===== config.mk =====
export PLATFORM = sky130hd
export DESIGN_NAME = fmap_writer
export DESIGN_NICKNAME = d
export VERILOG_FILES = /design/src/rtl/cnn_pkg.sv /design/src/rtl/fmap_addr_gen.sv /design/src/rtl/fmap_writer.sv
export SDC_FILE = /design/constraint.sdc
export NUM_CORES = 1
export LEC_CHECK = 0
export ABC_AREA = 1
export CORE_MARGIN = 4
export CORE_UTILIZATION = 36
export CTS_CLUSTER_SIZE = 20
export DETAILED_ROUTE_END_ITERATION = 16
export PLACE_DENSITY = 0.65
export REMOVE_ABC_BUFFERS = 1
export SLEW_MARGIN = 25
export SYNTH_ARGS = -nofsm -noshare
export SYNTH_HDL_FRONTEND = slang
export SYNTH_SLANG_ARGS = --single-unit

===== constraint.sdc =====
create_clock -name clk -period 3.15 [get_ports clk]
set_input_delay 0.63 -clock clk [delete_from_list [all_inputs] [get_ports clk]]
set_output_delay 0.63 -clock clk [all_outputs]
set_load 0.01 [all_outputs]

===== src/rtl/cnn_pkg.sv =====
// Shared definitions for the CNN datapath blocks: default widths and the
// feature-map writer FSM state encoding.
package cnn_pkg;

    localparam int DATA_W = 16;
    localparam int ADDR_W = 16;
    localparam int SIZE_W = 8;

    typedef enum logic [1:0] {
        IDLE = 2'd0,
        RUN  = 2'd1,
        FIN  = 2'd2
    } fmap_wr_state_t;

endpackage


===== src/rtl/fmap_addr_gen.sv =====
// Row-major scan address generator: latches the frame geometry on load and
// steps col/row on advance, accumulating row_base instead of multiplying.
module fmap_addr_gen
    import cnn_pkg::*;
#(
    parameter int ADDR_W = cnn_pkg::ADDR_W,
    parameter int SIZE_W = cnn_pkg::SIZE_W
) (
    input  logic              clk,
    input  logic              rst,
    input  logic              load,
    input  logic              advance,
    input  logic [SIZE_W-1:0] size,
    input  logic [SIZE_W-1:0] pitch,
    input  logic [ADDR_W-1:0] base_addr,
    output logic [ADDR_W-1:0] addr,
    output logic              last
);

    logic [SIZE_W-1:0] size_q,     size_d;
    logic [SIZE_W-1:0] pitch_q,    pitch_d;
    logic [SIZE_W-1:0] row_q,      row_d;
    logic [SIZE_W-1:0] col_q,      col_d;
    logic [ADDR_W-1:0] row_base_q, row_base_d;
    logic [SIZE_W-1:0] size_m1;
    logic              col_end;

    assign size_m1 = size_q - SIZE_W'(1);
    assign col_end = (col_q == size_m1);
    assign last    = col_end && (row_q == size_m1);
    assign addr    = row_base_q + ADDR_W'(col_q);

    always_comb begin
        // NOTE: every signal written here gets a default first so no path leaves it unassigned (no latch).
        size_d     = size_q;
        pitch_d    = pitch_q;
        row_d      = row_q;
        col_d      = col_q;
        row_base_d = row_base_q;
        if (load) begin
            size_d     = size;
            pitch_d    = pitch;
            row_d      = '0;
            col_d      = '0;
            row_base_d = base_addr;
        end else if (advance && !last) begin
            if (col_end) begin
                col_d      = '0;
                row_d      = row_q + SIZE_W'(1);
                row_base_d = row_base_q + ADDR_W'(pitch_q);
            end else begin
                col_d = col_q + SIZE_W'(1);
            end
        end
    end

    always_ff @(posedge clk or posedge rst) begin
        // NOTE: state registers use non-blocking assignments so all flops update together at the edge.
        if (rst) begin
            size_q     <= '0;
            pitch_q    <= '0;
            row_q      <= '0;
            col_q      <= '0;
            row_base_q <= '0;
        end else begin
            size_q     <= size_d;
            pitch_q    <= pitch_d;
            row_q      <= row_d;
            col_q      <= col_d;
            row_base_q <= row_base_d;
        end
    end

endmodule


===== src/rtl/fmap_writer.sv =====
// Feature-map writer: accepts a pixel stream on valid/ready and writes a
// size x size window row-major into the feature-map SRAM, pulsing done at the end.
module fmap_writer
    import cnn_pkg::*;
#(
    parameter int DATA_W = cnn_pkg::DATA_W,
    parameter int ADDR_W = cnn_pkg::ADDR_W,
    parameter int SIZE_W = cnn_pkg::SIZE_W
) (
    input  logic              clk,
    input  logic              rst,
    input  logic              start,
    input  logic [SIZE_W-1:0] size,
    input  logic [SIZE_W-1:0] pitch,
    input  logic [ADDR_W-1:0] base_addr,
    input  logic              in_valid,
    input  logic [DATA_W-1:0] in_data,
    output logic              in_ready,
    output logic              mem_we,
    output logic [ADDR_W-1:0] mem_addr,
    output logic [DATA_W-1:0] mem_wdata,
    output logic              busy,
    output logic              done,
    output logic [15:0]       count
);

    fmap_wr_state_t    state_q, state_d;
    logic              mem_we_q, mem_we_d;
    logic [ADDR_W-1:0] mem_addr_q, mem_addr_d;
    logic [DATA_W-1:0] mem_wdata_q, mem_wdata_d;
    logic [15:0]       count_q, count_d;
    logic              load;
    logic              accept;
    logic [ADDR_W-1:0] gen_addr;
    logic              gen_last;

    assign in_ready = (state_q == RUN);
    assign accept   = in_valid && in_ready;

    fmap_addr_gen #(
        .ADDR_W (ADDR_W),
        .SIZE_W (SIZE_W)
    ) u_addr_gen (
        .clk       (clk),
        .rst       (rst),
        .load      (load),
        .advance   (accept),
        .size      (size),
        .pitch     (pitch),
        .base_addr (base_addr),
        .addr      (gen_addr),
        .last      (gen_last)
    );

    always_comb begin
        state_d     = state_q;
        load        = 1'b0;
        count_d     = count_q;
        mem_we_d    = accept;
        mem_addr_d  = accept ? gen_addr : mem_addr_q;
        mem_wdata_d = accept ? in_data : mem_wdata_q;
        unique case (state_q)
            IDLE: begin
                if (start) begin
                    count_d = '0;
                    if (size != '0) begin
                        load    = 1'b1;
                        state_d = RUN;
                    end else begin
                        state_d = FIN;
                    end
                end
            end
            RUN: begin
                if (accept) begin
                    count_d = count_q + 16'd1;
                    if (gen_last) state_d = FIN;
                end
            end
            FIN:     state_d = IDLE;
            default: state_d = IDLE;
        endcase
    end

    always_ff @(posedge clk or posedge rst) begin
        if (rst) begin
            state_q     <= IDLE;
            mem_we_q    <= 1'b0;
            mem_addr_q  <= '0;
            mem_wdata_q <= '0;
            count_q     <= '0;
        end else begin
            state_q     <= state_d;
            mem_we_q    <= mem_we_d;
            mem_addr_q  <= mem_addr_d;
            mem_wdata_q <= mem_wdata_d;
            count_q     <= count_d;
        end
    end

    assign mem_we    = mem_we_q;
    assign mem_addr  = mem_addr_q;
    assign mem_wdata = mem_wdata_q;
    assign count     = count_q;
    assign busy      = (state_q != IDLE);
    // The last pixel's write lands in FIN, so done coincides with it.
    assign done      = (state_q == FIN);

endmodule

======== After elaboration in Yosys (flattened, before gate mapping) ========
Index checks and enable logic that the tools add are counted.
W data, S select, Z words.
cells by class
  reductions and logical operators ........ 13
  equal/unequal tests ..................... 7
  add/subtract/negate cells ............... 6
  mux-type cells .......................... 20
operators with widths
  cell                     count
  $mux W16                 5
  $mux W8                  6
  $add A16 B8 Y16          2
  $pmux W16 S2             1
  $add A16 B1 Y16 const B  1
  $add A8 B1 Y8 const B    2
  $eq A8 B8 Y1             2
  $mux W2                  4
  $reduce_bool A2 Y1       4
  $reduce_bool A8 Y1       1
  $sub A8 B1 Y8 const B    1
  $reduce_and A3 Y1        2
  $ne A2 B1 Y1 const B     2
  $pmux W2 S2              1
  $logic_and A1 B1 Y1      3
  $mux W1                  3
  $eq A2 B1 Y1 const B     1
  $eq A2 B2 Y1 const B     1
  $logic_not A2 Y1         1
  $ne A2 B2 Y1 const B     1
  $reduce_and A2 Y1        1
  $logic_not A1 Y1         1
storage, ports and cells
  bits in registers ....................... 99

======== Logic depth before layout (Yosys ltp) ========
Gate-level depths: netlist of the first run.
  word-level depth ........................ 7
  gate-level depth with buffers ........... 17
  gate-level depth less buffers ........... 16

======== By module ========
A second synthesis of the first run with hierarchy kept.
unflattened totals
  cells, all modules ...................... 861
  area total of the unflattened synthesis .. 6,125.9 µm²
modules (own cells, without submodules)
  module         instances  sequential area each (µm²)  area an instance (µm²)  cells each
  fmap_addr_gen  1          1,201.2                     3,818.7                 563
  fmap_writer    1          1,276.2                     2,307.2                 298

======== Worst setup path before layout of the first run ========
OpenSTA, ideal clock, no wires.
  path type ............................... register to register
  from .................................... register u_addr_gen.col_q[0]
  to ...................................... register mem_addr_q[12] (netlist: mem_addr[12])
  slack ................................... 1.050 ns
  buffers on the path ..................... 0
  stages on the path, launching flop included .. 11
  required time ........................... 3.016 ns
  arrival time ............................ 1.966 ns
  cell sequence ........................... dfrtp_1 ha_1 inv_1 fa_1 nor2_1 a211oi_1 o21ai_0 nand2_1 nor2_1 xor2_1 o21ai_0
between the ends
  longest elaborated chain between the ends .. 1
ends and longest elaborated chain
  item                    line                 RTL
  start, declared         fmap_addr_gen.sv:23  logic [SIZE_W-1:0] col_q, col_d;
  start signal, assigned  fmap_addr_gen.sv:69  col_q <= col_d;
  $add A16 B8 Y16         fmap_addr_gen.sv:31  assign addr = row_base_q + ADDR_W'(col_q);
  end signal, assigned    fmap_writer.sv:95    mem_addr_q <= mem_addr_d;
  end, declared           fmap_writer.sv:29    logic [ADDR_W-1:0] mem_addr_q, mem_addr_d;
No other way between the ends.
A chain may end at the register's enable or synchronous reset.

======== Final worst setup path of the first run ========
  from .................................... register u_addr_gen.size_q[0]
  to ...................................... register u_addr_gen.col_q[0]
between the ends
  longest elaborated chain between the ends .. 6
  elaborated cells between the ends (all ways) .. 10
ends and longest elaborated chain
  item                             line                                      RTL
  start, declared                  fmap_addr_gen.sv:20                       logic [SIZE_W-1:0] size_q, size_d;
  start signal, assigned           fmap_addr_gen.sv:66                       size_q <= size_d;
  $sub A8 B1 Y8 (*)                fmap_addr_gen.sv:28                       assign size_m1 = size_q - SIZE_W'(1);
  $eq A8 B8 Y1 (on tied branches)  fmap_addr_gen.sv:29, fmap_addr_gen.sv:30
  $logic_and A1 B1 Y1              fmap_addr_gen.sv:30                       assign last = col_end && (row_q == size_m1);
  $logic_not A1 Y1                 fmap_addr_gen.sv:46                       end else if (advance && !last) begin
  $logic_and A1 B1 Y1              fmap_addr_gen.sv:46
  $reduce_bool A2 Y1 (no line)     n/a
Every way passes the cells marked *; elsewhere a longest branch is shown, timed or not. The select of a mux whose other input is x is not followed.

==> results_dict.tcl, run 1 <==
set metrics [dict create \
    worstPathMaxFanout 12 \
    drc 0 \
    die_w_um 138 \
    detailed_place_hpwl_mm 11.5 \
    end_kind "flip-flop" \
    cts_max_path_buffers 2 \
    yosys_most_used_dff "dfrtp_1" \
    clock.fmax_ghz 0.367 \
    yosys.area.top_type "dfrtp_1" \
    final_cells 1146 \
    hp-class "flip-flop to flip-flop" \
    drv_slew 0 \
    worstMarginPinSlew_ns 0.611 \
    cts_tree "built" \
    cellLeakagePower_uw 0.00371 \
    dp_cells 1131 \
    p_seq_share_pct 45.6 \
    nNetsFinal 996 \
    dr.pass1.iters 6 \
    initial_core_util_pct 36.8 \
    hold_viol_final 0 \
    r2r_start "u_addr_gen.size_q[0]" \
    num_rows 47 \
    max_cap_violations 0 \
    design.die.area_mm2 0.0192 \
    seq_area_mm2 0.00248 \
    pwr-share-clk_pct 34.0 \
    r2r_cells 14 \
    synth_edf_count 0 \
    ir_drop_mv 0.297 \
    grt_overflow 0 \
    synth_cells 823 \
    worstPathArrival_ns 2.96 \
    path_class "flip-flop to flip-flop" \
    first_iter_violations 296 \
    netlist.area_leader.share_pct 40.4 \
    synth.most_common_cell "nand2_1" \
    fillerInstances 1675 \
    design.core.area_mm2 0.0166 \
    htreeDepth 3 \
    worstPathRequired_ns 3.38 \
    finClkSkew_ns 0.0105 \
    total_power_uw 3320 \
    grt_pass1_wl_mm 26.7 \
    min-delay-start "mem_wdata[1]" \
    via_per_inst 4.92 \
    grt_pass1_vias 5385 \
    grt_max_degree 55 \
    final.period_utilization_pct 86.5 \
    async_reset_ff_share_pct 100 \
    ant_nets 0 \
    power_density_mw_per_mm2 431 \
    clock_sinks 99 \
    syn_area_mm2 0.00613 \
    status "complete, no violations" \
    syn_area_per_cell_um2 7.45 \
    rsz0062_at_grt "no" \
    cts_buffers 9 \
    ys_seq_elements 99 \
    wl_mm 15.8 \
    placed_cell_area_mm2 0.00740 \
    syn_to_final_growth_pct 25.5 \
    diodes 0 \
    startpoint_type "flip-flop" \
    antenna_found_initial 0 \
    cts-resized-gates 0 \
    via_count 5643 \
    r2r_slack_ns 0.42 \
    post_cts_buffers 0 \
    layout_min_cycle_time_ns 2.73 \
    cts_hold_buf 0 \
    io_pins 104 \
    synth_seq_area_share_pct 40.4 \
    yosysUniqueCellTypes 38 \
    switching_share_pct 29.7 \
    wire_per_inst_um 13.8 \
    synth_warnings 0 \
    hold_end "mem_wdata[1]" \
    cts_root_buf "clkbuf_16" \
    timing.rr.end "u_addr_gen.col_q[0]" \
    p_comb_share_pct 20.4 \
    min_path_cells 2 \
    grtUsageTotal_pct 16.7 \
    multi_input_area_mm2 0.00322 \
    worstSkewPairLatency_ns 0.36 \
    clk_pin_slew_ns 0.07 \
    gp_congestion 0.870 \
    io_buffers 103 \
    die_y_um 138 \
    drive_gt1_share_pct 8.75 \
    switching_power_uw 986 \
    synth_top_cells_by_area "dfrtp_1 40%, nand2_1 18%, nand3_1 5.7%" \
    setup_viol 0 \
    fin_area_mm2 0.00769 \
    p_int_uw 2330 \
    netlist_top_cells_count "297 x nand2_1, 99 x dfrtp_1, 75 x inv_1" \
    holdWs_ns 0.478 \
    relSlewSlack_pct 58.8 \
]
## worst max path at each step
stage | slack [ns] | cells past startpoint | endpoint | from
after floorplan | -0.11 | 12 | u_addr_gen.col_q[1] | u_addr_gen.size_q[0]
after global placement | 0.26 | 8 | u_addr_gen.col_q[0] | size[4]
after detailed placement | 0.18 | 7 | u_addr_gen.col_q[6] | size[4]
after CTS | 0.41 | 15 | u_addr_gen.col_q[0] | u_addr_gen.size_q[0]
after global routing | 0.22 | 15 | u_addr_gen.col_q[0] | u_addr_gen.size_q[0]
final | 0.42 | 14 | u_addr_gen.col_q[0] | u_addr_gen.size_q[0]
## cell families (layout without fill, tap and decap cells)
family | after synthesis | in the layout | share of synthesized area, %
XOR/XNOR | 26 | 26 | 3.72
AND/OR/NAND/NOR | 491 | 491 | 36.4
adder cells (fa/ha/maj) | 22 | 22 | 4.74
AO/OA/AOI/OAI | 79 | 79 | 7.55
buffers and inverters | 106 | 209 | 7.19
flip-flops | 99 | 99 | 40.4
## power groups by stage
stage,combinational (µW),clock [µW],sequential (µW)
final,677,1130,1510
after global routing,756,1210,1530
after CTS,685,1160,1510
after detailed placement,681,0,1530
after global placement,669,0,1530
after floorplan,327,0,1540
## registers in the layout (all words and copies together) (netlist names)
name	flops
u_addr_gen.pitch_q	8
count	16
mem_we	1
u_addr_gen.col_q	8
u_addr_gen.row_base_q	16
u_addr_gen.row_q	8
mem_wdata	16
mem_addr	16
state_q	2
u_addr_gen.size_q	8
## cells in the final DEF (no fill, tap or decap), types with 2 or more instances in the layout
cell | Yosys | layout
xor2_1 | 24 | 24
or2_2 | 4 | 4
a211oi_1 | 2 | 2
nand2_1 | 297 | 296
ha_1 | 20 | 20
o21ai_2 | 5 | 6
buf_4 | 3 | 10
nand3_2 | 19 | 19
o31ai_1 | 2 | 2
inv_2 | 4 | 4
o21ai_0 | 35 | 35
nand2_2 | 6 | 7
dfrtp_1 | 99 | 99
nor2_2 | 7 | 7
xnor2_1 | 2 | 2
nand3_1 | 70 | 70
nand3b_1 | 3 | 3
a31oi_1 | 10 | 10
clkinv_2 | 0 | 2
a21oi_1 | 19 | 19
clkbuf_16 | 0 | 9
nor4_1 | 4 | 4
o21a_1 | 2 | 2
nand4_1 | 21 | 21
clkdlybuf4s50_1 | 0 | 103
nor3_1 | 15 | 15
nor2_1 | 39 | 39
inv_1 | 75 | 74
fa_1 | 2 | 2
clkinv_4 | 0 | 2
nor2_4 | 3 | 3
## routing by layer
layer / track usage, % / share of wire (%) / vias up
li1: - / - / 2874
met1: 23.2 / 49 / 2624
met2: 26.4 / 44 / 129
met3: 2.94 / 5.0 / 16
met4: 5.51 / 1.6 / 0
met5: 0 / 0 / -
## stage by stage
stage,setup slack [ns],util [%],TNS (ns)
5_1_grt,0.216,46.2,0
3_3_place_gp,0.262,44.5,0
3_5_place_dp,0.180,44.5,0
4_1_cts,0.405,46.2,0
2_1_floorplan,-0.115,-,-7.31
6_report,0.424,46.2,0
## final cells by class
class                   count  area share [%]
multi-input cells         618            41.8
flip-flops and latches     99            32.2
repair buffers            114            14.6
inverters                  80            3.94
well taps                 220            3.58
clock buffers               9            2.93
clock inverters             6           0.862
## worst max-delay path: stages (launching register included)
cell,delay [ns]
dfrtp_1,0.47
inv_2,0.17
ha_1,0.31
nand2_1,0.13
nand3_1,0.10
nand2_1,0.05
nor2_1,0.08
nand2_1,0.06
nor2_2,0.09
nand3_2,0.11
o21ai_2,0.51
buf_4,0.33
nor2_1,0.06
nand2_1,0.08
o21ai_2,0.06
No activity file was read; power rests on OpenSTA's default activity.
==> run 2: changes to the inputs <==
--- a/config.mk
+++ b/config.mk
@@ -10,7 +10,8 @@
 export CORE_UTILIZATION = 36
 export CTS_CLUSTER_SIZE = 20
 export DETAILED_ROUTE_END_ITERATION = 16
-export PLACE_DENSITY = 0.65
+export DONT_BUFFER_PORTS = 1
+export PLACE_DENSITY = 0.57
 export REMOVE_ABC_BUFFERS = 1
 export SLEW_MARGIN = 25
 export SYNTH_ARGS = -nofsm -noshare
==> results_dict.tcl, run 2 (synthesized netlist as in run 1, its figures left out) <==
set metrics [dict create \
    end_kind "flip-flop" \
    ir_drop_mv 0.280 \
    max_cap_violations 0 \
    cts_buffers 9 \
    worstPathMaxFanout 5 \
    drc 0 \
    worstPathRequired_ns 3.36 \
    fillerInstances 1718 \
    die_w_um 138 \
    final.period_utilization_pct 82.6 \
    power_density_mw_per_mm2 467 \
    r2r_slack_ns 0.55 \
    io_pins 104 \
    hold_viol_final 0 \
    cts_hold_buf 0 \
    detailed_place_hpwl_mm 11.2 \
    cellLeakagePower_uw 0.00332 \
    dr.pass1.iters 5 \
    layout_min_cycle_time_ns 2.60 \
    relSlewSlack_pct 55.0 \
    num_rows 47 \
    design.die.area_mm2 0.0192 \
    timing.rr.end "mem_addr[12]" \
    grt_max_degree 52 \
    setup_viol 0 \
    seq_area_mm2 0.00248 \
    io_buffers 0 \
    diodes 0 \
    nNetsFinal 893 \
    drive_gt1_share_pct 9.71 \
    hp-class "primary input to asynchronous set/reset pin" \
    clock_sinks 99 \
    r2r_start "u_addr_gen.col_q[0]" \
    wl_mm 15.4 \
    ant_nets 0 \
    wire_per_inst_um 14.7 \
    final_util_pct 40.2 \
    grt_pass1_vias 5002 \
    final_cell_mix "296 x nand2_1, 99 x dfrtp_1, 74 x inv_1, 70 x nand3_1, 39 x nor2_1" \
    cts_root_buf "clkbuf_16" \
    startpoint_type "flip-flop" \
    cts_max_path_buffers 2 \
    gp_congestion 0.805 \
    clock.fmax_ghz 0.384 \
    grtUsageTotal_pct 16.4 \
    antenna_found_initial 0 \
    drv_slew 0 \
    cts-resized-gates 0 \
    initial_core_util_pct 36.8 \
    via_per_inst 4.95 \
    cts_tree "built" \
    path_class "flip-flop to flip-flop" \
    fin_area_mm2 0.00669 \
    status "complete, no violations" \
    clk_pin_slew_ns 0.07 \
    fin_setup_tns_ns 0 \
    r2r_cells 10 \
    finClkSkew_ns 0.00840 \
    worstSkewPairLatency_ns 0.35 \
    worstMarginPinSlew_ns 0.674 \
    layout_commonest_cell "nand2_1" \
    placed_cell_area_mm2 0.00638 \
    multi_input_area_mm2 0.00322 \
    rsz0062_at_grt "no" \
    via_count 5170 \
    post_cts_buffers 0 \
    die_y_um 138 \
    grt_pass1_wl_mm 25.8 \
    first_iter_violations 238 \
    htreeDepth 3 \
    design.core.area_mm2 0.0166 \
    syn_to_final_growth_pct 9.11 \
    worstPathArrival_ns 2.82 \
    grt_overflow 0 \
]
## run 2: cell count changes in the layout (fill, tap and decap cells not counted), moves of 2 or more
cell	delta
clkdlybuf4s50_1	-103
clkinv_2	-2
clkbuf_8	+2
clkbuf_1	+2
## run 2: critical path, cell delays in order (launching register included)
cell and delay (ns):
dfrtp_1 0.46, ha_1 0.21, inv_1 0.06, fa_1 0.39, nor2_1 0.13, a211oi_1 0.10
o21ai_0 0.53, nand2_1 0.19, nor2_1 0.15, xor2_1 0.15, o21ai_0 0.09
## run 2: area by class of cell
cell class | instances | area share, %
Sequential cell | 99 | 37.1
Clock inverter | 3 | 0.692
Inverter | 80 | 4.53
Clock buffer | 13 | 3.89
Multi-Input combinational cell | 618 | 48.1
Timing Repair Buffer | 11 | 1.61
Tap cell | 220 | 4.12
## run 2: where the power goes
| group | switching, µW | leakage [µW] | internal (µW) |
|---|---|---|---|
| combinational | 253 | 0.00191 | 149 |
| sequential | 187 | 0.00126 | 1380 |
| clock | 489 | 0.000146 | 662 |
| total | 929 | 0.00332 | 2190 |
## run 2: stage by stage
step	setup WS [ns]	hold slack, ns	std cells	total power (µW)
floorplan	-0.115	0.453	797	1860
global placement	0.590	0.479	1028	2000
detailed placement	0.548	0.474	1028	2000
CTS	0.518	0.270	1044	3180
global route	0.210	0.300	1044	3310
finish	0.547	0.253	1044	3120
## run 2: per-layer routing
metal | track usage (%) | up-vias | routed length, µm
li1 | - | 2662 | -
met1 | 22.1 | 2374 | 7380
met2 | 25.9 | 118 | 6780
met3 | 4.32 | 16 | 1010
met4 | 5.04 | 0 | 227
met5 | 0 | - | 0
## run 2: how the worst max path moves through the flow
stage                          from  depth (start not counted)             endpoint  slack [ns]
2_1_floorplan  u_addr_gen.size_q[0]                         12  u_addr_gen.col_q[1]       -0.11
3_3_place_gp    u_addr_gen.col_q[0]                         10         mem_addr[12]        0.59
3_5_place_dp    u_addr_gen.col_q[0]                         10         mem_addr[12]        0.55
4_1_cts         u_addr_gen.col_q[0]                         10         mem_addr[12]        0.52
5_1_grt         u_addr_gen.col_q[0]                         10         mem_addr[12]        0.21
6_report        u_addr_gen.col_q[0]                         10         mem_addr[12]        0.55
==> run 3: changes to the inputs <==
==> constraint.sdc (replaced) <==
create_clock -name clk -period 2.1 [get_ports clk]
set_input_delay 0.42 -clock clk [delete_from_list [all_inputs] [get_ports clk]]
set_output_delay 0.42 -clock clk [all_outputs]
set_load 0.01 [all_outputs]
==> results_dict.tcl, run 3 (synthesized netlist as in run 1, its figures left out) <==
set metrics [dict create \
    cts_buffers 9 \
    via_per_inst 4.97 \
    worstSkewPairLatency_ns 0.35 \
    cts_root_buf "clkbuf_16" \
    r2r_cells 14 \
    initial_core_util_pct 36.8 \
    drv_slew 0 \
    first_iter_violations 241 \
    power_density_mw_per_mm2 646 \
    r2r_start "u_addr_gen.size_q[1]" \
    rsz0062_at_grt "yes" \
    setup_viol 15 \
    cellLeakagePower_uw 0.00369 \
    path_class "flip-flop to flip-flop" \
    final_util_pct 45.0 \
    diodes 0 \
    design.core.area_mm2 0.0166 \
    drc 0 \
    relSlewSlack_pct 62.7 \
    num_rows 47 \
    syn_to_final_growth_pct 22.3 \
    antenna_found_initial 0 \
    worstPathArrival_ns 2.42 \
    startpoint_type "flip-flop" \
    fillerInstances 1670 \
    layout_commonest_cell "nand2_1" \
    max_cap_violations 0 \
    r2r_slack_ns -0.04 \
    grt_overflow 0 \
    design.die.area_mm2 0.0192 \
    final.period_utilization_pct 102 \
    cts_max_path_buffers 2 \
    grt_pass1_vias 5183 \
    cts_tree "built" \
    status "finished, violations left" \
    cp-startpoint "u_addr_gen.size_q[1]" \
    htreeDepth 3 \
    grt_use_met2_pct 26.9 \
    ir_drop_mv 0.417 \
    io_buffers 0 \
    layout_min_cycle_time_ns 2.14 \
    violations "setup timing" \
    via_count 5468 \
    fin_setup_tns_ns -0.355 \
    gp_congestion 0.854 \
    final_cell_mix "263 x nand2_1, 98 x dfrtp_1, 71 x inv_1, 68 x nand3_1, 50 x buf_4" \
    io_pins 104 \
    clock.fmax_ghz 0.467 \
    end_kind "flip-flop" \
    worstPathRequired_ns 2.38 \
    timing.rr.end "u_addr_gen.row_base_q[2]" \
    finClkSkew_ns 0.00781 \
    clock_sinks 99 \
    hp-class "primary input to flip-flop" \
    worstPathMaxFanout 6 \
    die_y_um 138 \
    grt_max_degree 51 \
    worstSetupEndpoint "u_addr_gen.row_base_q[2]" \
    wl_mm 16.5 \
    grt_pass1_wl_mm 26.7 \
    detailed_place_hpwl_mm 11.8 \
    hold_viol_final 0 \
    grt-busiest-layer "met2" \
    nNetsFinal 950 \
    ant_nets 0 \
    clk_pin_slew_ns 0.07 \
    dr.pass1.iters 5 \
    grtUsageTotal_pct 16.8 \
    post-route-worst-setup-slack_ns -0.0419 \
    wire_per_inst_um 15.0 \
    drive_gt1_share_pct 21.9 \
    worstMarginPinSlew_ns 0.555 \
    gr-usage-met1_pct 23.0 \
    die_w_um 138 \
    use_met3_pct 4.49 \
]
## run 3: cell types whose count changed in the layout (fill, tap and decap cells not counted), sizes merged
cell         change
buf             +54
clkinvlp         +1
dlygate4sd3      +1
inv              +1
## run 3: routing by layer
| layer | up-vias | part of all wire, % |
|---|---|---|
| met5 | - | 0 |
| met4 | 0 | 0.81 |
| met3 | 11 | 6.7 |
| met2 | 125 | 46 |
| met1 | 2560 | 46 |
| li1 | 2772 | - |
## run 3: final cells by class
| type | count | area (µm²) | area share, % |
|---|---|---|---|
| Multi-Input combinational cell | 618 | 3450 | 46.1 |
| Sequential cell | 99 | 2480 | 33.1 |
| Timing Repair Buffer | 68 | 673 | 8.98 |
| Inverter | 80 | 303 | 4.04 |
| Tap cell | 220 | 275 | 3.67 |
| Clock buffer | 11 | 253 | 3.37 |
| Clock inverter | 5 | 58.8 | 0.785 |
## run 3: report_power, final
group          switching, µW  total [µW]  internal (µW)
Combinational            474         811            337
Sequential               209        2280           2070
Clock                    757        1750            992
Total                   1440        4840           3400
## run 3: critical path, cell delays in order (launching register included)
cell and delay (ns):
dfrtp_1 0.39, inv_2 0.09, ha_4 0.21, xor2_1 0.15, nand2_1 0.06, nor2_1 0.09, nand3_1 0.10, nor2_2 0.14
buf_4 0.13, nand3_4 0.07, a31oi_4 0.22, buf_6 0.16, buf_12 0.14, nand2_1 0.05, nand2_1 0.06
## run 3: repair_timing
action / 4_1_cts / 5_1_grt
hold buffers: 1 / 0
gates cloned: 1 / 2
setup endpoints to repair: 33 / 43
buffers inserted: 4 / 3
endpoints found under the hold margin: 16 / 0
pin swaps: 6 / 24
gates resized for setup: 17 / 66
## run 3: worst min-delay path by stage
stage,start,endpoint,depth (start not counted)
2_1_floorplan,u_addr_gen.pitch_q[0],u_addr_gen.pitch_q[0],2
3_3_place_gp,rst,mem_we,1
3_5_place_dp,rst,mem_we,1
4_1_cts,pitch[0],u_addr_gen.pitch_q[0],2
6_report,pitch[7],u_addr_gen.pitch_q[7],2
5_1_grt,pitch[7],u_addr_gen.pitch_q[7],2
## run 3: per-stage QoR
step	std cells	setup slack, ns	total power, µW	cell area, µm²	hold WS [ns]
floorplan	797	-1.16	2800	5990	0.453
global placement	1075	-0.0556	3110	6770	0.263
detailed placement	1075	-0.100	3120	6770	0.264
CTS	1097	-0.0336	4890	7200	0.174
global route	1101	-0.160	5110	7490	0.177
finish	1101	-0.0419	4840	7490	0.184
==> patch 1 (config.mk and constraints of run 3) <==
Put one more register stage on the output `count`. The value now appears one clock later. The other outputs are not delayed to match.
--- a/src/rtl/fmap_writer.sv
+++ b/src/rtl/fmap_writer.sv
@@ -103,3 +103,5 @@
     assign mem_wdata = mem_wdata_q;
-    assign count     = count_q;
+    always_ff @(posedge clk) begin
+        count <= count_q;
+    end
     assign busy      = (state_q != IDLE);
Function: changed (Yosys sat finds a counterexample within 4 cycles, from zero or initial values and one cycle with rst high).
==> patch 1 against run 3 <==
  * First-iteration DRC count rose by 17%
  * Non-clock buffer count fell by 17
  * Via count rose by 3.6%
  * Synthesized area rose by 6.6%
  * Hold slack got worse by 81 ps
  * Final area rose by 6.4%
  * Worst setup slack improved by 19 ps
  * Sequential cell count rose by 16
  * Critical path type unchanged
  * Critical endpoint is now u_addr_gen.row_q[4]
  * The flow still finishes with violations (negative setup slack)
  * Wire length rose by 3.5%
Power is not compared: it rests on default switching activity, and its combinational part moved more than twofold at a synthesized area within 25%.
==> patch 1: results (changes against run 3) <==
register area share after synthesis 42.8% (+2.4 points); clk buf depth 2 (unchanged); Starting DRT DRC Count 281 (+17%); # setup viols final 12 (-3); layout cell share with drive strength beyond 1 18.8% (-3.1 points); cell family with most CP delay simple AND/OR/NAND/NOR gates; drt first pass iters 5 (unchanged); Area contributors post-synth dfrtp_1 (38%), nand2_1 (17%), nand3_1 (5.6%); number of diodes 0 (unchanged); Static Leakage 3.89 nW; nets@finish 972 (+2.3%); first-pass GRT wire length 28.1 mm (+5.2%); Vias 5666 (+3.6%); met3 usage 4.19% (-0.30 points); met1 Track Usage GR 22.8% (-0.19 points); reg-to-reg setup timing slack -20 ps (+20 ps); hpwl dp 12.4 mm (+4.5%); worst setup margin -23.3 ps (+18.6 ps); vias in the first global route 5560 (+7.3%); slew at the pin closest to its max-slew limit 544 ps (-10.9 ps); CP Max Fanout 8 (+2); routed wire length 17.1 mm (+3.5%); Distinct cells, synth 42 (+11%); Max Slew Vio Count 0 (unchanged); hold crit path type input pin to flip-flop; pre-CTS setup slack -67.1 ps (+33.0 ps); Synth Warn # 0 (unchanged); status complete, but fails checks; die area 20400 um2 (+6.2%); clock-pin slew of the registers on the worst-case setup and hold paths about 60 ps; Slowest-stage cell, CP dfrtp_1; initial antenna violation count 0 (unchanged); Finished Layout Cells 1136 (+3.2%); placed instance count 1097 (+2.0%); Cells after Synth 852 (+3.5%); GP Congestion 0.893 (+4.5%); clock root buffer clkbuf_16; critical path's largest stage delay 390 ps (about the same); GRT Total Usage 17.3% (+0.46 points); port bufs 0 (unchanged); worst ir drop on vdd about 0.85 mV; top cells by count, synth nand2_1 (288), dfrtp_1 (99), inv_1 (76), nand3_1 (73), nor2_1 (58); pin count of the biggest net entering global routing 59 (+16%); H-tree Lvls 4 (+1); Top FF cell, synth dfrtp_1; Setup Skew 14.8 ps (+7.02 ps); WP data arrival 2440 ps (+20 ps); Async SR Flop Fraction 86.1% (-14 points); CTS buffer count 17 (+8); Clock Latency Late Sink 430 ps (+80 ps); met2 Use GR 27.9% (+0.99 points); violated checks negative setup slack
==> patch 1: worst paths after layout <==
path | from | endpoint | cells after the start
max | u_addr_gen.size_q[1] | u_addr_gen.row_q[4] | 15
min | pitch[4] | u_addr_gen.pitch_q[4] | 2
max reg2reg | u_addr_gen.size_q[1] | u_addr_gen.row_q[4] | 15
min reg2reg | count_q[15] | count[15] | 0
max in group asynchronous | rst | u_addr_gen.row_q[3] | 3
min in group asynchronous | rst | mem_wdata[11] | 3
==> patch 1: what timing repair did <==
item                       4_1_cts  5_1_grt
setup endpoints to repair       31       41
hold buffers                     1        0
gates resized for setup          4       52
setup buffers                    0        3
hold endpoints to repair        99        0
pin swaps                        0        9
cloned                           0        3
==> patch 1: kinds of logic after synthesis <==
kind of cell	after synthesis	synth area share, %
buffers and inverters	102	6.76
XOR/XNOR	23	3.08
AND/OR/NAND/NOR	501	34.9
adder cells (fa/ha/maj)	22	4.45
flip-flops	115	42.8
AO/OA/AOI/OAI	89	7.99
==> patch 1: area by class of cell <==
type	instances	area [um2]
clock buffer	18	429
clock inverter	14	154
fill	1738	9560
inverter	78	295
multi-input combinational	635	3490
sequential	115	2800
tap	225	282
timing repair buffer	51	524
==> patch 1: worst register-to-register path: cells and delay by family (launching register included) <==
family / cells / cell delay, ps
buffers and inverters: 3 / 460
flip-flops: 1 / 390
AND/OR/NAND/NOR: 12 / 1160
==> patch 1: metal layers <==
| layer | wire [um] | share of wire (%) | vias up |
|---|---|---|---|
| li1 | - | - | 2867 |
| met1 | 8170 | 48 | 2658 |
| met2 | 7870 | 46 | 127 |
| met3 | 844 | 4.9 | 14 |
| met4 | 199 | 1.2 | 0 |
| met5 | 0 | 0 | - |
==> patch 1: metrics by stage <==
stage	hold WS [ps]	area [um2]	TNS [ps]
after floorplan	365	6380	-120560
after global placement	379	7080	-95.0
after detailed placement	375	7080	-1070
after CTS	90.8	7680	0
after global routing	99.4	7980	-4320
final	102	7980	-73.7
==> patch 1: where the power goes <==
group	internal, mW	leakage (nW)	total, mW	switching [mW]
clock	1.76	0.278	2.89	1.13
sequential	2.84	1.44	3.59	0.744
combinational	1.87	2.17	4.75	2.88
==> patch 2 (settings of run 3) <==
Without the edit above. `SIZE_W`: 8 -> 16.
--- a/src/rtl/cnn_pkg.sv
+++ b/src/rtl/cnn_pkg.sv
@@ -6,3 +6,3 @@
     localparam int ADDR_W = 16;
-    localparam int SIZE_W = 8;
+    localparam int SIZE_W = 16;
 
Interface: changed (resized pitch and size); port bits go from 104 to 120. The function was not compared with the original's and may differ.
==> patch 2 against run 3 <==
  * Sequential cell count is 32 higher
  * Non-clock buffer count is 99 higher
  * The flow still finishes with violations (negative setup slack)
  * Power is 52% higher
  * Critical endpoint is now u_addr_gen.row_base_q[9]
  * Wire length is 63% higher
  * Worst setup slack worse by 320 ps
  * First-iteration DRC count is 120% higher
  * Synthesized area is 41% higher
  * Largest cell class unchanged
  * Final area is 53% higher
  * Count of clock-buffer cells in the layout is 8 higher
  * Via count is 56% higher
  * Global-route usage is 3.2 points higher
==> patch 2: results (changes against run 3) <==
vias in the first global route 8190 (+58%); H-tree Lvls 4 (+1); first-pass GRT wire length 42.3 mm (+58%); Distinct cells, synth 43 (+13%); pin count of the biggest net entering global routing 50 (-2.0%); slew at the pin closest to its max-slew limit 441 ps (-114 ps); register area share after synthesis 38.0% (-2.4 points); worst ir drop on vdd 0.468 mV (+12%); Vias 8503 (+56%); Clock Latency Late Sink 430 ps (+80 ps); Slowest-stage cell, CP dfrtp_2; Setup Skew 8.55 ps (+0.737 ps); met1 Track Usage GR 26.7% (+3.7 points); clock root buffer clkbuf_16; DRT met1 WL 12.0 mm (+58%); status complete, but fails checks; cell family with most CP delay simple AND/OR/NAND/NOR gates; CTS buffer count 17 (+8); routed wire length 26.9 mm (+63%); number of diodes 0 (unchanged); nets@finish 1467 (+54%); Finished Layout Cells 1695 (+54%); Synth Warn # 0 (unchanged); top cells by count, synth nand2_1 (423), dfrtp_1 (131), nand3_1 (130), inv_1 (117), nor2_1 (66); hold crit path type input pin to flip-flop; WP data arrival 2790 ps (+370 ps); Area contributors post-synth dfrtp_1 (38%), nand2_1 (18%), nand3_1 (7.5%); # setup viols final 51 (+36); critical path's largest stage delay 450 ps (+60 ps); pre-CTS setup slack -526 ps (-426 ps); GRT Total Usage 20.0% (+3.2 points); Static Leakage 5.71 nW (+54%); violated checks negative setup slack; routed wl met2 12.5 mm (+64%); clock-pin slew of the registers on the worst-case setup and hold paths 60 ps; CP Max Fanout 8 (+2); Fillers 2380 (+43%); Starting DRT DRC Count 536 (+120%); GP Congestion 0.910 (+6.5%); met3 usage 4.20% (-0.29 points); hpwl dp 19.6 mm (+66%); met2 Use GR 33.1% (+6.1 points); post-synthesis adder-cell area fraction 5.40% (+0.66 points); wire length on met3 1.69 mm (+52%); post-synthesis compound-gate area fraction 8.76% (+1.2 points); xor and xnor area share after synthesis 4.16% (+0.45 points); layout cell share with drive strength beyond 1 24.5% (+2.6 points); mean post-synth cell area 7.14 um2 (-4.1%); placed instance count 1643 (+53%); worst setup margin -364 ps (-323 ps)
-- patch 2: cell types whose count changed after synthesis, sizes merged, moves of 14 or more --
cell          run 3  this run
nand2           304       429
a21oi            19        37
inv              79       117
dfrtp            99       131
nor2             49        77
nand3            89       133
nand4            22        37
ha               20        34
o21ai            41        72
-- patch 2: what timing repair did --
item	4_1_cts	5_1_grt
resized for setup	63	74
pin swaps	20	34
hold buffers	1	0
setup buffers	7	7
hold endpoints to repair	23	0
cloned	4	3
setup endpoints to repair	53	60
-- patch 2: worst paths after layout --
kind / start / to / slack (ps) / cells after the start
worst max-delay path: u_addr_gen.size_q[2] / u_addr_gen.row_base_q[9] / -360 / 16
worst min-delay path: pitch[12] / u_addr_gen.pitch_q[12] / 100 / 2
worst max register to register: u_addr_gen.size_q[2] / u_addr_gen.row_base_q[9] / -360 / 16
worst min register to register: u_addr_gen.pitch_q[9] / u_addr_gen.pitch_q[9] / 490 / 2
max in group asynchronous: rst / u_addr_gen.size_q[3] / 1070 / 3
min in group asynchronous: rst / count[0] / 450 / 2
-- patch 2: stage by stage --
stage          instance area (um2)  util (%)  setup TNS (ps)
5_1_grt                      11400      48.6          -22990
3_5_place_dp                 10100      42.7          -24350
2_1_floorplan                 8450         -         -350540
4_1_cts                      11000      46.8          -11410
6_report                     11400      48.6          -15160
3_3_place_gp                 10100      42.7          -24670
-- patch 2: final cells by class --
type                       instances  area (um2)  area share (%)
multi-input combinational        925        5230            45.7
sequential                       131        3290            28.7
timing repair buffer             167        1460            12.8
inverter                         121         467            4.08
clock buffer                      19         443            3.87
tap                              319         399            3.49
clock inverter                    13         148            1.29
-- patch 2: power breakdown --
group	internal, mW	switching, mW	total [mW]	leakage (nW)
combinational	0.579	0.675	1.25	3.78
clock	1.80	1.25	3.05	0.289
sequential	2.74	0.326	3.07	1.63
